==> config.mk <==
export PLATFORM = sky130hd
export DESIGN_NAME = lsu_wb_master
export DESIGN_NICKNAME = d
export VERILOG_FILES = /design/src/rtl/lsu_wb_master.sv
export SDC_FILE = /design/constraint.sdc
export NUM_CORES = 1
export LEC_CHECK = 0
export CAP_MARGIN = 20
export CORE_ASPECT_RATIO = 0.6
export CORE_MARGIN = 1.5
export CORE_UTILIZATION = 45
export CTS_CLUSTER_SIZE = 25
export DETAILED_ROUTE_END_ITERATION = 10
export PLACE_DENSITY = 0.81
export SLEW_MARGIN = 10
export SYNTH_ARGS = -nofsm -noshare
export SYNTH_HDL_FRONTEND = slang
export SYNTH_SLANG_ARGS = --single-unit
==> constraint.sdc <==
create_clock -name clk -period 2.4 [get_ports clk]
set_clock_uncertainty 0.1 [all_clocks]
set_input_delay 0.48 -clock clk [delete_from_list [all_inputs] [get_ports clk]]
set_output_delay 0.48 -clock clk [all_outputs]
set_load 0.02 [all_outputs]
==> src/rtl/lsu_wb_master.sv <==
// MEM-stage load/store unit: issues one Wishbone B4 classic cycle per access,
// formats load data, stalls the pipeline while busy, flags misalignment and bus errors.
module lsu_wb_master #(
  parameter int unsigned TIMEOUT = 255
) (
  input  logic        clk,
  input  logic        reset_n,
  input  logic        mem_to_reg_mem,
  input  logic        mem_write_mem,
  input  logic [2:0]  fun3_mem,
  input  logic [31:0] alu_result_mem,
  input  logic [31:0] rd2_mem,
  output logic [31:0] load_data_mem,
  output logic        stall_pipl,
  output logic        misaligned,
  output logic        bus_err,
  output logic        wb_cyc_o,
  output logic        wb_stb_o,
  output logic        wb_we_o,
  output logic [31:0] wb_adr_o,
  output logic [31:0] wb_dat_o,
  output logic [3:0]  wb_sel_o,
  input  logic [31:0] wb_dat_i,
  input  logic        wb_ack_i,
  input  logic        wb_err_i
);

  localparam int unsigned CW = $clog2(TIMEOUT + 1);

  typedef enum logic [1:0] {IDLE, BUS, DONE} state_e;
  typedef enum logic [1:0] {SZ_B, SZ_H, SZ_W} size_e;

  state_e        state_q, state_d;
  logic          cyc_q, cyc_d;
  logic          we_q, we_d;
  logic [29:0]   adr_q, adr_d;
  logic [31:0]   dat_q, dat_d;
  logic [3:0]    sel_q, sel_d;
  logic [1:0]    off_q, off_d;
  size_e         size_q, size_d;
  logic          sgn_q, sgn_d;
  logic [CW-1:0] cnt_q, cnt_d;
  logic [31:0]   ld_q, ld_d;
  logic          mis_q, mis_d;
  logic          berr_q, berr_d;

  logic          req;
  size_e         size_req;
  logic          misal_req;
  logic [3:0]    sel_req;
  logic [31:0]   dat_req;
  logic [7:0]    lane_b;
  logic [15:0]   lane_h;
  logic [31:0]   fmt_data;
  logic [CW-1:0] cnt_inc;
  logic          timed_out;

  assign req        = mem_to_reg_mem | mem_write_mem;
  assign stall_pipl = req & (state_q != DONE);

  assign wb_cyc_o      = cyc_q;
  assign wb_stb_o      = cyc_q;
  assign wb_we_o       = we_q;
  assign wb_adr_o      = {adr_q, 2'b00};
  assign wb_dat_o      = dat_q;
  assign wb_sel_o      = sel_q;
  assign load_data_mem = ld_q;
  assign misaligned    = mis_q;
  assign bus_err       = berr_q;

  // Request decode: size, alignment, byte lanes and replicated store data.
  always_comb begin
    size_req  = SZ_W;
    misal_req = 1'b0;
    sel_req   = 4'b1111;
    dat_req   = rd2_mem;
    case (fun3_mem)
      3'b000, 3'b100: size_req = SZ_B;
      3'b001, 3'b101: size_req = SZ_H;
      default:        size_req = SZ_W;
    endcase
    case (size_req)
      SZ_B: begin
        sel_req = 4'b0001 << alu_result_mem[1:0];
        dat_req = {4{rd2_mem[7:0]}};
      end
      SZ_H: begin
        misal_req = alu_result_mem[0];
        sel_req   = 4'b0011 << {alu_result_mem[1], 1'b0};
        dat_req   = {2{rd2_mem[15:0]}};
      end
      default: begin
        misal_req = (alu_result_mem[1:0] != 2'b00);
        sel_req   = 4'b1111;
        dat_req   = rd2_mem;
      end
    endcase
  end

  // Lane select and extension use the offset/size latched at request time.
  always_comb begin
    lane_b = wb_dat_i[{off_q, 3'b000} +: 8];
    lane_h = wb_dat_i[{off_q[1], 4'b0000} +: 16];
    case (size_q)
      SZ_B:    fmt_data = {{24{sgn_q & lane_b[7]}}, lane_b};
      SZ_H:    fmt_data = {{16{sgn_q & lane_h[15]}}, lane_h};
      default: fmt_data = wb_dat_i;
    endcase
  end

  assign cnt_inc   = cnt_q + 1'b1;
  assign timed_out = (cnt_inc == CW'(TIMEOUT));

  always_comb begin
    state_d = state_q;
    cyc_d   = cyc_q;
    we_d    = we_q;
    adr_d   = adr_q;
    dat_d   = dat_q;
    sel_d   = sel_q;
    off_d   = off_q;
    size_d  = size_q;
    sgn_d   = sgn_q;
    cnt_d   = cnt_q;
    ld_d    = ld_q;
    mis_d   = 1'b0;
    berr_d  = 1'b0;
    case (state_q)
      IDLE: begin
        if (req) begin
          if (misal_req) begin
            state_d = DONE;
            mis_d   = 1'b1;
            ld_d    = '0;
          end else begin
            state_d = BUS;
            cyc_d   = 1'b1;
            we_d    = mem_write_mem;
            adr_d   = alu_result_mem[31:2];
            dat_d   = dat_req;
            sel_d   = sel_req;
            off_d   = alu_result_mem[1:0];
            size_d  = size_req;
            sgn_d   = ~fun3_mem[2];
            cnt_d   = '0;
          end
        end
      end
      BUS: begin
        if (wb_ack_i) begin
          state_d = DONE;
          cyc_d   = 1'b0;
          we_d    = 1'b0;
          ld_d    = fmt_data;
        end else if (wb_err_i || timed_out) begin
          state_d = DONE;
          cyc_d   = 1'b0;
          we_d    = 1'b0;
          ld_d    = '0;
          berr_d  = 1'b1;
        end else begin
          cnt_d = cnt_inc;
        end
      end
      DONE: state_d = IDLE;
      default: state_d = IDLE;
    endcase
  end

  always_ff @(posedge clk or negedge reset_n) begin
    if (!reset_n) begin
      state_q <= IDLE;
      cyc_q   <= 1'b0;
      we_q    <= 1'b0;
      adr_q   <= '0;
      dat_q   <= '0;
      sel_q   <= '0;
      off_q   <= '0;
      size_q  <= SZ_W;
      sgn_q   <= 1'b0;
      cnt_q   <= '0;
      ld_q    <= '0;
      mis_q   <= 1'b0;
      berr_q  <= 1'b0;
    end else begin
      state_q <= state_d;
      cyc_q   <= cyc_d;
      we_q    <= we_d;
      adr_q   <= adr_d;
      dat_q   <= dat_d;
      sel_q   <= sel_d;
      off_q   <= off_d;
      size_q  <= size_d;
      sgn_q   <= sgn_d;
      cnt_q   <= cnt_d;
      ld_q    <= ld_d;
      mis_q   <= mis_d;
      berr_q  <= berr_d;
    end
  end

endmodule

Yosys cells after proc, flatten, opt, wreduce, memory -nomap -nowiden:

Cells that the tools add are included.
W data, S select, Z words.

* equality and inequality tests: 14
* add/subtract/negate cells: 1
* shifts and indexed selects: 4
* reduce and logical (&&, ||, !) cells: 14
* muxes and demuxes: 34
* bitwise operators: 6

Operators with widths (number)
* $pmux W32 S2: 3
* $mux W32: 4
* $mux W8: 4
* $shiftx A32 B6 Y16: 1
* $shiftx A32 B6 Y8: 1
* $pmux W8 S2: 1
* $mux W1: 12
* $ne A2 B2 Y1 const B: 6
* $add A8 B1 Y8 const B: 1
* $eq A8 B8 Y1 const B: 1
* $mux W2: 4
* $pmux W2 S2: 2
* $pmux W4 S2: 1
* $reduce_and A4 Y1: 2
* $eq A2 B1 Y1 const B: 3
* $eq A3 B3 Y1 const B: 2
* $logic_not A2 Y1: 3
* $pmux W1 S2: 3
* $reduce_and A5 Y1: 1
* $reduce_bool A2 Y1: 2
* $reduce_or A2 Y1: 2
* $shl A1 B2 Y4 const A: 1
* $shl A2 B2 Y4 const A: 1
* $and A1 B1 Y1: 3
* 8 further kinds: 9

* logic and storage cells: 86
* output and inout port bits: 106
* bits in registers: 117
* bits of input ports: 105

Longest topological paths before layout:

Gate-level depths: netlist of the first run.

* depth after elaboration: 8
* gate-level depth with buffers: 8
* depth with buffers taken out: 6

Worst setup path before layout of the first run:

No wires, ideal clock.

* path type: register -> register
* from: reg cnt_q[0]
* to: reg state_q[0]
* clock period less this slack: 1.949 ns
* required time: 2.167 ns
* library setup time: 0.133 ns
* data arrival time: 1.715 ns
* path buffers: 2
* path slack: 0.451 ns
* cell stages (with the launch flop): 9
* path through: dfrtp_1 > ha_1 > nor2b_1 > mux2i_1 > a211o_1 > o21ai_2 > buf_6 > buf_6 > nand2_1

* word-level cells in the longest chain between the ends: 5

Ends and longest elaborated chain
* from (decl): line 42 `logic [CW-1:0] cnt_q, cnt_d;`
* from (signal assigned): line 195 `cnt_q <= cnt_d;`
* $add A8 B1 Y8: line 111 `assign cnt_inc = cnt_q + 1'b1;`
* $eq A8 B8 Y1: line 112 `assign timed_out = (cnt_inc == CW'(TIMEOUT));`
* $logic_or A1 B1 Y1: line 155 `end else if (wb_err_i || timed_out) begin`
* $ne A3 B3 Y1 (no source line)
* $reduce_and A2 Y1 (no source line)
* to (signal assigned): line 186 `state_q <= state_d;`
* to (decl): line 33 `state_e state_q, state_d;`

Every way passes these cells.
A chain may end at the register's enable or synchronous reset.

Worst setup path in the final report of the first run:

* from: reg cnt_q[0]
* to: reg ld_q[10] (netlist: load_data_mem[10])

* word-level cells in the longest chain between the ends: 5

Ends and longest elaborated chain
* $add A8 B1 Y8: line 111
* $eq A8 B8 Y1: line 112
* $logic_or A1 B1 Y1: line 155
* $ne A3 B3 Y1 (no source line)
* $reduce_and A4 Y1 (no source line)
* to (signal assigned): line 196 `ld_q <= ld_d;`
* to (decl): line 43 `logic [31:0] ld_q, ld_d;`

Every way passes these cells.

==> flow_metrics.env, run 1 <==
export IMPL_syn_area_per_cell_um2=9.964
export IMPL_final_common_cell="clkdlybuf4s50_1"
export IMPL_hold_violations=0
export IMPL_routed_wl_met2_um=8204
export IMPL_grt_pass1_wl_um=27680
export IMPL_clk_pin_slew_worst_paths_ps=60
export IMPL_fin_total_pwr_uw=11910
export IMPL_fp_dieW_um=149.2
export IMPL_grt_max_degree=64
export IMPL_drt_wl_total_um=17530
export IMPL_period_share_pct=92.16
export IMPL_m1WireLength_um=7333
export IMPL_die_height_um=90.71
export IMPL_async_flop_share_pct=100.0
export IMPL_diodes=0
export IMPL_hold_path_class="reg2reg"
export IMPL_status="complete, no violations"
export IMPL_start_util_pct=46.92
export IMPL_dpl_hpwl_um=12560
export IMPL_grt_overflow_total=0
export IMPL_mostFrequentLayoutCells="clkdlybuf4s50_1, dfrtp_1, a21oi_1"
export IMPL_drtIter0Drc=337
export IMPL_fill_cells=891
export IMPL_post_cts_buffers=0
export IMPL_first_global_vias=5475
export IMPL_maxSlewHeadroom_pct=33.68
export IMPL_coreArea_mm2=0.01230
export IMPL_ys_seq_elements=117
export IMPL_ctsHtreeMaxLevel=4
export IMPL_vias=5361
export IMPL_wl_met3_um=1584
export IMPL_rsz0062_at_grt="false"
export IMPL_setup_tns_ps=0
export IMPL_grtUsageTotal_pct=26.30
export IMPL_ant_nets=0
export IMPL_worst_pin_slew_ps=991.2
export IMPL_cts_made_buffers=17
export IMPL_ys_flop_type="dfrtp_1"
export IMPL_cts_root_buf="clkbuf_16"
export IMPL_worstSetupStartpointType="flip-flop"
export IMPL_place_area_mm2=0.008143
export IMPL_end_kind="flip-flop"
export IMPL_leakage_uw=0.003787
export IMPL_crit_arrival_ps=2390
export IMPL_dr_pass1_iters=5
export IMPL_gp_congestion=0.8512
export IMPL_antenna_found_initial=0
export IMPL_setup_viol=0
export IMPL_rr_worst_depth=7
export IMPL_drcViolationCount=0
export IMPL_cts_tree="built"
export IMPL_synth_edf_count=0
export IMPL_cts_sinks=117
export IMPL_period_needed_ps=2212
export IMPL_synthCells=579
export IMPL_max_clock_freq_mhz=452.1
export IMPL_critPathMaxFanout=33
export IMPL_wl_per_cell_um=18.01
export IMPL_drive_above_1_share_pct=14.23
export IMPL_finalMaxSlewViolations=0
export IMPL_pin_count=211
export IMPL_clk_latency_ps=410
export IMPL_power_density_mw_per_mm2=1350
export IMPL_ys_seq_area_share_pct=50.77
export IMPL_viasPerCell=5.510
export IMPL_crit_type="reg2reg"
export IMPL_nets=902
export IMPL_topRoutingLayerUsed="met4"
export IMPL_required_ps=2580
export IMPL_ys_types=50
export IMPL_cap_violations=0
export IMPL_portBuffers=208
export IMPL_syn_to_final_growth_pct=52.85
export IMPL_whs_path_depth=2
export IMPL_clock_path_buffers=2
export IMPL_dieArea_mm2=0.01353
export IMPL_fin_area_mm2=0.008818
export IMPL_yosys_warnings=0
export IMPL_whs_ps=375.0
export IMPL_rows=31
export IMPL_netlist_area_mm2=0.005769
export IMPL_ir_drop_uv=769.3
==> per-layer routing <==
layer,vias up,global-route usage (%)
met2,263,42.40
met3,36,7.929
li1,2497,-
met1,2565,33.30
met4,0,9.818
met5,-,0
==> power by group <==
part | switching [uW] | internal, uW
Combinational | 2930 | 2670
Clock | 928 | 1930
Sequential | 595 | 2850
Total | 4450 | 7460
==> flip-flops by register name, summed over array words and instances (netlist names), 2 cells and up <==
register and cells:
adr_q 30, wb_dat_o 32, size_q 2, load_data_mem 32, wb_sel_o 4, state_q 2, cnt_q 8, off_q 2
==> path summary, 6_finish.rpt <==
check / slack (ps) / start / end
min reg2reg: 370 / wb_dat_o[12]$_DFFE_PN0P_ / wb_dat_o[12]$_DFFE_PN0P_
min: 370 / wb_dat_o[12]$_DFFE_PN0P_ / wb_dat_o[12]$_DFFE_PN0P_
max: 190 / cnt_q[0]$_DFFE_PN0P_ / load_data_mem[10]$_DFFE_PN0P_
max reg2reg: 190 / cnt_q[0]$_DFFE_PN0P_ / load_data_mem[10]$_DFFE_PN0P_
min in group asynchronous: 500 / reset_n / load_data_mem[20]$_DFFE_PN0P_
max in group asynchronous: 920 / reset_n / size_q[1]$_DFFE_PN1P_
==> final cells by class <==
| class | count | area (um^2) | area share, % |
|---|---|---|---|
| Sequential cell | 117 | 2929 | 33.22 |
| Clock buffer | 21 | 470.5 | 5.335 |
| Timing Repair Buffer | 240 | 2384 | 27.03 |
| Multi-Input combinational cell | 412 | 2606 | 29.55 |
| Clock inverter | 11 | 196.4 | 2.228 |
| Tap cell | 165 | 206.4 | 2.341 |
| Inverter | 7 | 26.28 | 0.2980 |
==> worst max-delay path: stages, from the launching register on <==
cell	delay (ps)
dfrtp_1	470
ha_1	330
nor2b_1	150
mux2i_1	90
a211o_1	360
o21ai_2	240
buf_12	230
a21oi_1	100
==> synth_stat cells, drive strengths merged, types with 2 or more instances <==
cell	number	area share (%)
nand3	9	0.78
and3b	7	1.1
inv	7	0.46
and3	2	0.30
o21ai	36	3.2
mux2	41	8.0
o211ai	3	0.39
or2	2	0.22
buf	23	2.4
ha	2	0.43
a221o	7	1.2
nor2	46	3.0
nor2b	6	0.65
nand2	54	3.6
mux2i	35	6.1
dfrtp	116	50
o31ai	2	0.26
a21oi	97	8.4
nand2b	19	2.1
clkbuf	21	1.4
nor4	5	0.54
a31oi	19	2.1
==> per-stage QoR <==
step / cells / setup WS [ps] / util, %
final: 973 / 188.3 / 71.72
after global routing: 973 / 22.01 / 71.72
after detailed placement: 940 / -54.49 / 66.23
after global placement: 940 / 7.159 / 66.23
after floorplan: 580 / 451.2 / -
after CTS: 973 / 203.2 / 71.72
==> timing repair <==
action                     4_1_cts  5_1_grt
gates resized for setup          1        0
setup endpoints to repair        1        0
hold buffers                     1        0
hold endpoints to repair        37        0
==> kinds of logic (layout without fill, tap and decap cells) <==
logic type      after synthesis  count (layout)  share of synthesized area [%]
buf+inv                      51             279                          4.251
fa+ha+maj                     2               2                         0.4337
simple gates                158             158                          13.19
compound gates              173             173                          16.83
mux                          77              77                          14.47
other cells                   1               2                        0.06500
flops                       117             117                          50.77
Power figures use the tool's default switching activity.
==> run 2, diff against run 1 <==
--- a/config.mk
+++ b/config.mk
@@ -8,10 +8,11 @@
 export CAP_MARGIN = 20
 export CORE_ASPECT_RATIO = 0.6
 export CORE_MARGIN = 1.5
-export CORE_UTILIZATION = 45
+export CORE_UTILIZATION = 49
 export CTS_CLUSTER_SIZE = 25
 export DETAILED_ROUTE_END_ITERATION = 10
-export PLACE_DENSITY = 0.81
+export DONT_BUFFER_PORTS = 1
+export PLACE_DENSITY = 0.64
 export SLEW_MARGIN = 10
 export SYNTH_ARGS = -nofsm -noshare
 export SYNTH_HDL_FRONTEND = slang
==> flow_metrics.env, run 2 (synthesis results as in run 1) <==
export IMPL_utilization_pct=57.46
export IMPL_setup_viol=0
export IMPL_leakage_uw=0.002872
export IMPL_ctsHtreeMaxLevel=4
export IMPL_antenna_found_initial=1
export IMPL_final_setup_worst_slack_ps=189.7
export IMPL_crit_arrival_ps=2440
export IMPL_drtIter0Drc=403
export IMPL_syn_to_final_growth_pct=13.27
export IMPL_dieArea_mm2=0.01246
export IMPL_rows=30
export IMPL_clk_latency_ps=410
export IMPL_coreArea_mm2=0.01137
export IMPL_drive_above_1_share_pct=16.52
export IMPL_ir_drop_uv=696.5
export IMPL_power_density_mw_per_mm2=1500
export IMPL_hold_path_class="in2async"
export IMPL_cts_tree="built"
export IMPL_cap_violations=0
export IMPL_place_area_mm2=0.005897
export IMPL_crit_type="reg2reg"
export IMPL_required_ps=2630
export IMPL_maxSlewHeadroom_pct=47.29
export IMPL_diodes=0
export IMPL_setup_tns_ps=0
export IMPL_portBuffers=0
export IMPL_grt_overflow_total=0
export IMPL_grt_pass1_wl_um=23370
export IMPL_period_share_pct=92.10
export IMPL_status="finished with violations"
export IMPL_ant_nets=0
export IMPL_pin_count=211
export IMPL_viasPerCell=6.012
export IMPL_final_common_cell="dfrtp_1"
export IMPL_dr_pass1_iters=4
export IMPL_period_needed_ps=2210
export IMPL_fp_dieW_um=143.1
export IMPL_die_height_um=87.05
export IMPL_r2r_start="off_q[1]$_DFFE_PN0P_"
export IMPL_hold_violations=117
export IMPL_gp_congestion=0.8638
export IMPL_worstSetupStartpointType="flip-flop"
export IMPL_finalMaxSlewViolations=0
export IMPL_reg2reg_slack_ps=190
export IMPL_drt_wl_total_um=14940
export IMPL_end_kind="flip-flop"
export IMPL_clock_path_buffers=2
export IMPL_fin_area_mm2=0.006535
export IMPL_max_clock_freq_mhz=452.4
export IMPL_grt_max_degree=118
export IMPL_dp_slack_ps=-62.88
export IMPL_mostFrequentLayoutCells="dfrtp_1, a21oi_1, nand2_1"
export IMPL_clk_pin_slew_worst_paths_ps=60
export IMPL_nets=675
export IMPL_vias=4455
export IMPL_wl_per_cell_um=20.16
export IMPL_first_global_vias=4352
export IMPL_cts_sinks=117
export IMPL_post_cts_buffers=0
export IMPL_cts_root_buf="clkbuf_16"
export IMPL_cts_made_buffers=17
export IMPL_fill_cells=956
export IMPL_violations="hold timing"
export IMPL_start_util_pct=50.73
export IMPL_dpl_hpwl_um=10350
export IMPL_rr_worst_depth=5
export IMPL_drcViolationCount=0
export IMPL_critPathMaxFanout=32
export IMPL_r2r_end="load_data_mem[28]$_DFFE_PN0P_"
export IMPL_worst_pin_slew_ps=788.8
export IMPL_whs_ps=-336.9
export IMPL_rsz0062_at_grt="false"
export IMPL_grtUsageTotal_pct=24.77
-- run 2: worst max path at each step --
stage / start / endpoint / slack [ps] / cells past startpoint
floorplan: cnt_q[0]$_DFFE_PN0P_ / state_q[0]$_DFFE_PN0P_ / 450 / 8
global placement: off_q[1]$_DFFE_PN0P_ / load_data_mem[30]$_DFFE_PN0P_ / 100 / 5
detailed placement: off_q[1]$_DFFE_PN0P_ / load_data_mem[28]$_DFFE_PN0P_ / -60 / 5
CTS: size_q[1]$_DFFE_PN1P_ / load_data_mem[7]$_DFFE_PN0P_ / 160 / 6
global route: size_q[1]$_DFFE_PN1P_ / load_data_mem[7]$_DFFE_PN0P_ / 40 / 6
finish: off_q[1]$_DFFE_PN0P_ / load_data_mem[28]$_DFFE_PN0P_ / 190 / 5
-- run 2: final cells by class --
type	instances	area (um^2)	area share, %
Timing Repair Buffer	13	135.1	2.068
Clock inverter	14	200.2	3.063
Tap cell	160	200.2	3.063
Sequential cell	117	2929	44.82
Inverter	7	26.28	0.4021
Multi-Input combinational cell	412	2615	40.02
Clock buffer	18	429.2	6.567
-- run 2: what timing repair did --
action,in CTS,in global routing
hold endpoints to repair,117,117
resized for setup,1,1
setup endpoints to repair,16,1
-- run 2: metrics by stage --
stage | total power [uW] | instances
final | 9800 | 741
after global routing | 10390 | 741
after detailed placement | 7099 | 709
after CTS | 9846 | 741
after floorplan | 6413 | 580
after global placement | 6969 | 709
-- run 2: critical path, stage by stage (launching register included) --
cell and delay, ps:
dfrtp_1 430, mux4_2 390, a31oi_1 160, a21oi_4 680, a21oi_1 190, a21oi_1 180
-- run 2: per-layer routing --
metal / track usage [%] / share of wire, %
met2: 35.27 / 44
met4: 7.685 / 0.72
met3: 10.83 / 10
met5: 0 / 0
met1: 33.93 / 45
-- run 2: report_power, final --
| group | internal [uW] | switching [uW] | total [uW] |
|---|---|---|---|
| Combinational | 1140 | 1380 | 2520 |
| Clock | 1750 | 954 | 2700 |
| Sequential | 2840 | 1730 | 4570 |
